<file path="config.mk">
export PLATFORM = sky130hd
export DESIGN_NAME = aes_core_arbiter
export DESIGN_NICKNAME = d
export VERILOG_FILES = /design/src/rtl/aes_pkg.sv /design/src/rtl/rr_arbiter.sv /design/src/rtl/aes_core_arbiter.sv
export SDC_FILE = /design/constraint.sdc
export NUM_CORES = 1
export LEC_CHECK = 0
export CORE_AREA = 2 2 605 607
export CTS_CLUSTER_DIAMETER = 200
export CTS_CLUSTER_SIZE = 40
export DETAILED_ROUTE_END_ITERATION = 10
export DIE_AREA = 0 0 607 609
export HOLD_SLACK_MARGIN = 0.08
export SLEW_MARGIN = 20
export SYNTH_ARGS = -nofsm -noshare
export SYNTH_HDL_FRONTEND = slang
export SYNTH_SLANG_ARGS = --single-unit
</file>
<file path="constraint.sdc">
create_clock -name iClk -period 23.6 [get_ports iClk]
set_input_delay 5.9 -clock iClk [delete_from_list [all_inputs] [get_ports iClk]]
set_output_delay 5.9 -clock iClk [all_outputs]
set_load 0.05 [all_outputs]
</file>
<file path="src/rtl/aes_pkg.sv">
// Shared definitions for the AES core arbiter and its helpers.
package aes_pkg;

    localparam int AES_BLK_W   = 128;
    localparam int NUM_REQ_DEF = 4;

    typedef enum logic [1:0] {
        S_IDLE  = 2'd0,
        S_START = 2'd1,
        S_WAIT  = 2'd2,
        S_RESP  = 2'd3
    } arb_state_t;

endpackage

</file>
<file path="src/rtl/rr_arbiter.sv">
// Combinational round-robin select: rotate requests by the pointer, take the
// lowest set bit, rotate the winner back into the original index space.
module rr_arbiter #(
    parameter int N   = 4,
    parameter int IDW = 2
) (
    input  logic [N-1:0]   req,
    input  logic [IDW-1:0] ptr,
    output logic [N-1:0]   gnt,
    output logic [IDW-1:0] gnt_idx
);

    logic [N-1:0] rot;
    int           src;
    int           pos;
    int           back;

    always_comb begin
        rot     = '0;
        src     = 0;
        pos     = 0;
        back    = 0;
        gnt     = '0;
        gnt_idx = '0;
        for (int k = 0; k < N; k++) begin
            src = k + int'(ptr);
            if (src >= N) src = src - N;
            rot[k] = req[IDW'(src)];
        end
        for (int k = N - 1; k >= 0; k--) begin
            if (rot[k]) pos = k;
        end
        back = pos + int'(ptr);
        if (back >= N) back = back - N;
        if (|rot) begin
            gnt[IDW'(back)] = 1'b1;
            gnt_idx         = IDW'(back);
        end
    end

endmodule

</file>
<file path="src/rtl/aes_core_arbiter.sv">
// Round-robin scheduler sharing one iterative AES-128 core among NUM_REQ requesters.
// Optional watchdog enabled by defining AES_ARB_TIMEOUT_EN.
module aes_core_arbiter
    import aes_pkg::*;
#(
    parameter int NUM_REQ = NUM_REQ_DEF,
    parameter int ID_W    = 2,
    parameter int TIMEOUT = 64
) (
    input  logic                           iClk,
    input  logic                           iRst,
    input  logic [NUM_REQ-1:0]             iReqValid,
    output logic [NUM_REQ-1:0]             oReqReady,
    input  logic [NUM_REQ*AES_BLK_W-1:0]   iReqPlaintext,
    input  logic [NUM_REQ*AES_BLK_W-1:0]   iReqKey,
    output logic                           oRspValid,
    input  logic                           iRspReady,
    output logic [ID_W-1:0]                oRspId,
    output logic [AES_BLK_W-1:0]           oRspData,
    output logic                           oRspErr,
    output logic                           oCoreStart,
    output logic [AES_BLK_W-1:0]           oCorePlaintext,
    output logic [AES_BLK_W-1:0]           oCoreKey,
    input  logic [AES_BLK_W-1:0]           iCoreCiphertext,
    input  logic                           iCoreDone,
    output logic                           oBusy
);

    arb_state_t          state;
    logic [ID_W-1:0]     ptr;
    logic [ID_W-1:0]     job_id;
    logic [ID_W-1:0]     gnt_idx;
    logic [NUM_REQ-1:0]  gnt;
    logic                done_q;
    logic                first_wait;
    logic                done_rise;
    logic                tmo_hit;

    rr_arbiter #(
        .N   (NUM_REQ),
        .IDW (ID_W)
    ) u_rr (
        .req     (iReqValid),
        .ptr     (ptr),
        .gnt     (gnt),
        .gnt_idx (gnt_idx)
    );

    assign oReqReady = (state == S_IDLE && !iRst) ? gnt : '0;

    // The core's sticky done from the previous job may still be visible on the
    // first wait cycle, so that cycle never counts as completion.
    assign done_rise = iCoreDone & ~done_q & ~first_wait;

`ifdef AES_ARB_TIMEOUT_EN
    localparam int TMO_W = $clog2(TIMEOUT + 1);

    logic [TMO_W-1:0] tmo_cnt;
    logic             err_q;

    assign tmo_hit = (tmo_cnt == TMO_W'(TIMEOUT - 1));
    assign oRspErr = err_q;

    always_ff @(posedge iClk or posedge iRst) begin
        if (iRst) begin
            tmo_cnt <= '0;
            err_q   <= 1'b0;
        end else begin
            if (state == S_START)
                tmo_cnt <= '0;
            else if (state == S_WAIT)
                tmo_cnt <= tmo_cnt + 1'b1;
            if (state == S_WAIT && !done_rise && tmo_hit)
                err_q <= 1'b1;
            else if (state == S_RESP && iRspReady)
                err_q <= 1'b0;
        end
    end
`else
    assign tmo_hit = 1'b0;
    assign oRspErr = 1'b0;
`endif

    always_ff @(posedge iClk or posedge iRst) begin
        if (iRst) begin
            state          <= S_IDLE;
            ptr            <= '0;
            job_id         <= '0;
            done_q         <= 1'b0;
            first_wait     <= 1'b0;
            oCoreStart     <= 1'b0;
            oCorePlaintext <= '0;
            oCoreKey       <= '0;
            oRspValid      <= 1'b0;
            oRspId         <= '0;
            oRspData       <= '0;
            oBusy          <= 1'b0;
        end else begin
            done_q     <= iCoreDone;
            oCoreStart <= 1'b0;
            case (state)
                S_IDLE: begin
                    if (|gnt) begin
                        oCorePlaintext <= AES_BLK_W'(iReqPlaintext >> (AES_BLK_W * int'(gnt_idx)));
                        oCoreKey       <= AES_BLK_W'(iReqKey >> (AES_BLK_W * int'(gnt_idx)));
                        job_id         <= gnt_idx;
                        ptr            <= (gnt_idx == ID_W'(NUM_REQ - 1)) ? '0 : gnt_idx + 1'b1;
                        oCoreStart     <= 1'b1;
                        oBusy          <= 1'b1;
                        state          <= S_START;
                    end
                end
                S_START: begin
                    first_wait <= 1'b1;
                    state      <= S_WAIT;
                end
                S_WAIT: begin
                    first_wait <= 1'b0;
                    if (done_rise) begin
                        oRspData  <= iCoreCiphertext;
                        oRspId    <= job_id;
                        oRspValid <= 1'b1;
                        state     <= S_RESP;
                    end else if (tmo_hit) begin
                        oRspData  <= '0;
                        oRspId    <= job_id;
                        oRspValid <= 1'b1;
                        state     <= S_RESP;
                    end
                end
                S_RESP: begin
                    if (iRspReady) begin
                        oRspValid <= 1'b0;
                        oBusy     <= 1'b0;
                        state     <= S_IDLE;
                    end
                end
                default: state <= S_IDLE;
            endcase
        end
    end

endmodule

</file>
# ---- After elaboration in Yosys (flattened, before gate mapping)
# Index checks and enable logic that the tools add are counted.
# W data, S select, Z words.
dict set report word_totals {
  ff_bits 397
  inputBits 1160
  elab_cells 99
}
dict set report classes {
  n_addsub 10
  order_cmp 11
  eq_ne 7
  n_shift 2
  mux 39
  bitwise 4
  reduce_logical 14
}
# op count
set ops {}
lappend ops {{$shr A512 B9 Y128} 2}
lappend ops {{$mux W2} 14}
lappend ops {{$lt A2 B4 Y1 const B} 5}
lappend ops {{$mux W1} 14}
lappend ops {{$ge A3 B3 Y1 const B} 4}
lappend ops {{$sub A2 B1 Y2 const B} 5}
lappend ops {{$reduce_and A3 Y1} 3}
lappend ops {{$bmux W1 S2} 4}
lappend ops {{$mux W4} 2}
lappend ops {{$pmux W2 S4} 1}
lappend ops {{$reduce_or A4 Y1} 2}
lappend ops {{$add A2 B2 Y3 const A} 2}
lappend ops {{$eq A2 B2 Y1 const B} 3}
lappend ops {{$pmux W1 S2} 3}
lappend ops {{$reduce_bool A2 Y1} 3}
lappend ops {{$ne A2 B2 Y1 const B} 2}
lappend ops {{$reduce_and A2 Y1} 2}
lappend ops {{$add A1 B2 Y3 const A} 1}
lappend ops {{$add A2 B2 Y3} 1}
lappend ops {{$ge A2 B3 Y1 const B} 1}
lappend ops {{$add A2 B1 Y2 const B} 1}
lappend ops {{$and A1 B1 Y1} 2}
lappend ops {{$demux W1 S2} 1}
lappend ops {{$eq A2 B1 Y1 const B} 1}
lappend ops {{6 further kinds} 8}

# ---- Longest topological paths before layout
dict set report depth {
  ltp_word 21
  depth_mapped 16
}

# ---- By module
# From an unflattened synthesis, not the netlist that was laid out.
dict set report unflattened {
  cells_unflattened 1763
  area_unflattened_um2 22008.6
}
# mod instances cells_per_inst area_per_inst_um2
set modules_own_cells {}
lappend modules_own_cells {aes_core_arbiter 1 1728 21753.4}
lappend modules_own_cells {rr_arbiter 1 35 255.2}

# ---- Least setup slack after synthesis
# No wires, ideal clock.
dict set report synth_timing {
  path_kind {input port to output port}
  startpoint {in iRst}
  endpoint {out oReqReady[1]}
  arrival_ns 15.391
  t_required_ns 17.700
  slack_ns 2.309
  path_stages 2
  path_buffers 0
  cell_sequence {inv_1 -> and3_1}
}
dict set report synth_between {
  elab_chain_len 3
}
# element line
set synth_rtl {}
lappend synth_rtl {{from (decl)} aes_core_arbiter.sv:11} ;# input logic iRst,
lappend synth_rtl {{$logic_not A1 Y1 (no line)} -}
lappend synth_rtl {{$logic_and A1 B1 Y1} aes_core_arbiter.sv:49} ;# assign oReqReady = (state == S_IDLE && !iRst) ? gnt : '0;
lappend synth_rtl {{$mux W4} aes_core_arbiter.sv:49}
lappend synth_rtl {{to (decl)} aes_core_arbiter.sv:13} ;# output logic [NUM_REQ-1:0] oReqReady,
# Every way passes these cells.

# ---- Final worst setup path
dict set report layout_timing {
  startpoint {in iReqValid[0]}
  endpoint {out oReqReady[0]}
}
dict set report layout_between {
  elab_chain_len 16
  elab_cells_between_ends 28
}
# element line
set layout_rtl {}
lappend layout_rtl {{from (decl)} aes_core_arbiter.sv:12} ;# input logic [NUM_REQ-1:0] iReqValid,
lappend layout_rtl {{$bmux W1 S2} rr_arbiter.sv:28} ;# rot[k] = req[IDW'(src)];
lappend layout_rtl {{$mux W1 (implied by the code) (2 in a row)} rr_arbiter.sv:28}
lappend layout_rtl {{$mux W2 (4 in a row)} rr_arbiter.sv:31} ;# if (rot[k]) pos = k;
lappend layout_rtl {{$add A2 B2 Y3} rr_arbiter.sv:33} ;# back = pos + int'(ptr);
lappend layout_rtl {{$ge A3 B3 Y1 / $sub A2 B1 Y2 (equally long branches)} rr_arbiter.sv:34} ;# if (back >= N) back = back - N;
lappend layout_rtl {{$mux W2} rr_arbiter.sv:34}
lappend layout_rtl {{$lt A2 B4 Y1 (implied by the code) / $ge A2 B1 Y1 (equally long branches)} rr_arbiter.sv:36} ;# gnt[IDW'(back)] = 1'b1;
lappend layout_rtl {{$logic_and A1 B1 Y1 (implied by the code)} rr_arbiter.sv:36}
lappend layout_rtl {{$mux W1 (implied by the code)} rr_arbiter.sv:36}
lappend layout_rtl {{$demux W1 S2} -}
lappend layout_rtl {{$mux W4 *} rr_arbiter.sv:35} ;# if (|rot) begin
lappend layout_rtl {{$mux W4 *} aes_core_arbiter.sv:49}
# Every way passes the cells marked *; elsewhere a longest branch is shown, timed or not. The select of a mux whose other input is x is not followed.

==> results.json <==
{
  "p_per_area_nw_per_um2": 171.8,
  "ys.flop_type": "dfrtp_1",
  "drv_slew": 0,
  "hpwl_um": 175000,
  "yosysWarnings": 0,
  "cts-resized-gates": 0,
  "synth_compound_area_share_pct": 10.20,
  "final_common_cell": "clkdlybuf4s50_1",
  "skew_ps": 57.36,
  "fillers": 42270,
  "routed_wl_um": 195800,
  "setup_violations": 0,
  "initial_utilization_pct": 4.651,
  "postCtsHoldBufs": 0,
  "numCtsBuffers": 23,
  "die_h_um": 609,
  "syn_avg_cell_area_um2": 9.649,
  "holdPathStages": 1,
  "synthCells": 1754,
  "p_seq_share_pct": 21.1,
  "yosys.cell_types.count": 36,
  "drt_first_pass_iters": 5,
  "via_count": 17880,
  "crit_chain": "clkdlybuf4s50_1, inv_1, o21ai_0, a21oi_1, nor3_1, a21oi_1, ha_1, xor2_1, nand3_1, mux2i_4, nor3b_1, clkdlybuf4s50_1",
  "layout_setup_ws_ps": 8560,
  "io_buffers": 1038,
  "combPwrFrac_pct": 68.8,
  "synth_fa_ha_area_share_pct": 0.3697,
  "synth-xor-area-share_pct": 0.05175,
  "maxSlewHeadroom_pct": 20.92,
  "path_max_fanout": 7,
  "synth-seq-area-share_pct": 58.70,
  "viasPerCell": 2.362,
  "gr-total-overflow": 0,
  "hold_path_class": "reg2reg",
  "synth-seq-cells": 397,
  "path_class": "in2out",
  "clk_path_buf_depth": 3,
  "grt_pass1_vias": 16980,
  "grt_start_max_net_pins": 113,
  "power.clock.fraction_pct": 10.2,
  "endpoint_kind": "output pin",
  "dieArea_um2": 369700,
  "worstRegToRegCells": 14,
  "die_x_um": 607,
  "area_delta_synth_final_pct": 100.6,
  "clockRootBuffer": "clkbuf_16",
  "globalplace.congestion": 0.8814,
  "fp-row-count": 222,
  "synth_async_sr_flop_share_pct": 100.0,
  "regArea_um2": 9935,
  "synth.mux.area_fraction_pct": 8.975,
  "pin_count": 1554,
  "finalSetupTns_ps": 0,
  "fin_crit_sh_pct": 63.73,
  "switchingPower_uw": 3520,
  "cts_sinks": 397,
  "rsz0062_at_grt": "no",
  "grt_first_pass_wirelength_um": 231600,
  "irDropWorstVdd_uv": 115.0,
  "hold_viol_final": 0,
  "arrival_ps": 9140,
  "clkSlewWorstSetupHoldPaths_ps": 90,
  "antenna_found_initial": 199,
  "clock_latency_ps": 790,
  "internal-power_uw": 2313,
  "fin_nets": 3872,
  "drive_gt1_share_pct": 8.847,
  "wire_per_inst_um": 25.86,
  "status": "finished, final reports clean",
  "post-cts-setup-buffer-count": 0,
  "synth_top_family_by_area": "simple AND/OR/NAND/NOR gates",
  "tritoncts": "built",
  "syn-cell-area_um2": 16920,
  "hold-worst-slack_ps": 513.0,
  "critPathLaunchType": "input port",
  "max_freq_mhz": 66.49,
  "swShare_pct": 60.35,
  "critPathSlowestCell": "clkdlybuf4s50_1",
  "p_total_uw": 5833,
  "htreeDepth": 1,
  "core_um2": 363900,
  "grt_use_total_pct": 10.21,
  "cp_slowest_stage_delay_ps": 860,
  "synth_edf_count": 0,
  "final_cell_mix": "clkdlybuf4s50_1, nand2_1, dfrtp_1",
  "pre_cts_slack_ps": 8567,
  "route.detailed.drc": 0,
  "drv_cap": 0,
  "p_leak_uw": 0.01199,
  "drt_iter0_drc": 1199,
  "worst_pin_slew_ps": 1182,
  "cp.required_ps": 17700,
  "ant_nets": 0,
  "period_needed_ps": 15040,
  "yosys.area_share.simple_pct": 18.02,
  "multi_input_area_um2": 6392
}
[area by class of cell]
cell class | instances | share of cell area (%)
diodes | 32 | 0.2359
clock buffers | 25 | 1.747
clock inverters | 17 | 1.279
inverters | 8 | 0.1106
multi-input cells | 1217 | 18.83
flip-flops and latches | 397 | 29.26
well taps | 4816 | 17.75
repair buffers | 1060 | 30.79
[final timing paths]
path	start	slack [ps]	to
min in group asynchronous	iRst	5670	first_wait$_DFFE_PP0P_
max reg2reg	ptr[1]$_DFFE_PP0P_	18630	oCoreKey[117]$_DFFE_PP0P_
max in group asynchronous	iRst	15370	oCorePlaintext[38]$_DFFE_PP0P_
min	oRspData[16]$_DFFE_PP0P_	510	oRspData[16]$_DFFE_PP0P_
max	iReqValid[0]	8560	oReqReady[0]
min reg2reg	oRspData[16]$_DFFE_PP0P_	510	oRspData[16]$_DFFE_PP0P_
[registers in the layout, summed over array words and instances, names as in the netlist]
register	cells
first_wait	1
state	2
oBusy	1
oRspData	128
oCoreStart	1
oRspId	2
done_q	1
oCoreKey	128
job_id	2
oCorePlaintext	128
oRspValid	1
ptr	2
[power groups by stage]
stage	clock [µW]	combinational [µW]	sequential [µW]
floorplan	0	1060	2380
global placement	0	4140	1230
detailed placement	0	4140	1250
CTS	635	4140	1230
global route	643	4330	1270
finish	593	4010	1230
[through the flow]
stage          cell area [µm²]  cells  util (%)
2_1_floorplan            16930   1756         -
3_3_place_gp             32850   7498     9.029
3_5_place_dp             32850   7498     9.029
4_1_cts                  33880   7540     9.311
5_1_grt                  33920   7559     9.321
6_report                 33950   7572     9.330
[critical path: cells and delay by family]
kind	cells	cell delay, ps
compound gates	3	290
mux	1	230
buf+inv	3	1570
xor+xnor	1	340
fa+ha+maj	1	200
simple gates	3	600
[cell families (layout without fill, tap and decap cells)]
family / count (synthesis) / count (layout)
and+or+nand+nor: 799 / 799
DFF: 397 / 397
AOI/OAI and AO/OA: 275 / 275
buffers and inverters: 142 / 1110
muxes: 134 / 134
adders and majority gates: 5 / 5
other: 1 / 35
xor gates and xnor gates: 1 / 1
[cell usage after synthesis (3+ instances only)]
cell	number	area share, %
nand2_1	521	12
dfrtp_1	397	59
nor2_1	263	5.8
a31oi_1	256	9.5
mux2_2	131	8.7
clkbuf_1	72	1.6
buf_2	54	1.6
inv_1	8	0.18
a21oi_1	6	0.18
ha_1	5	0.37
buf_1	4	0.089
and3_1	3	0.11
buf_4	3	0.13
nor2b_1	3	0.11
nor3b_1	3	0.13
o21ai_0	3	0.089
o21ai_1	3	0.089
[metal layers]
layer,share of wire [%],track usage (%),routed length (µm),vias to the layer above
met1,39,11.79,76290,8555
met4,4.1,3.257,8028,74
met3,15,6.383,29240,379
li1,-,-,-,7801
met2,42,15.34,81790,1073
met5,0.25,0,480,-
Note: power is estimated with default switching activity, not from simulation.
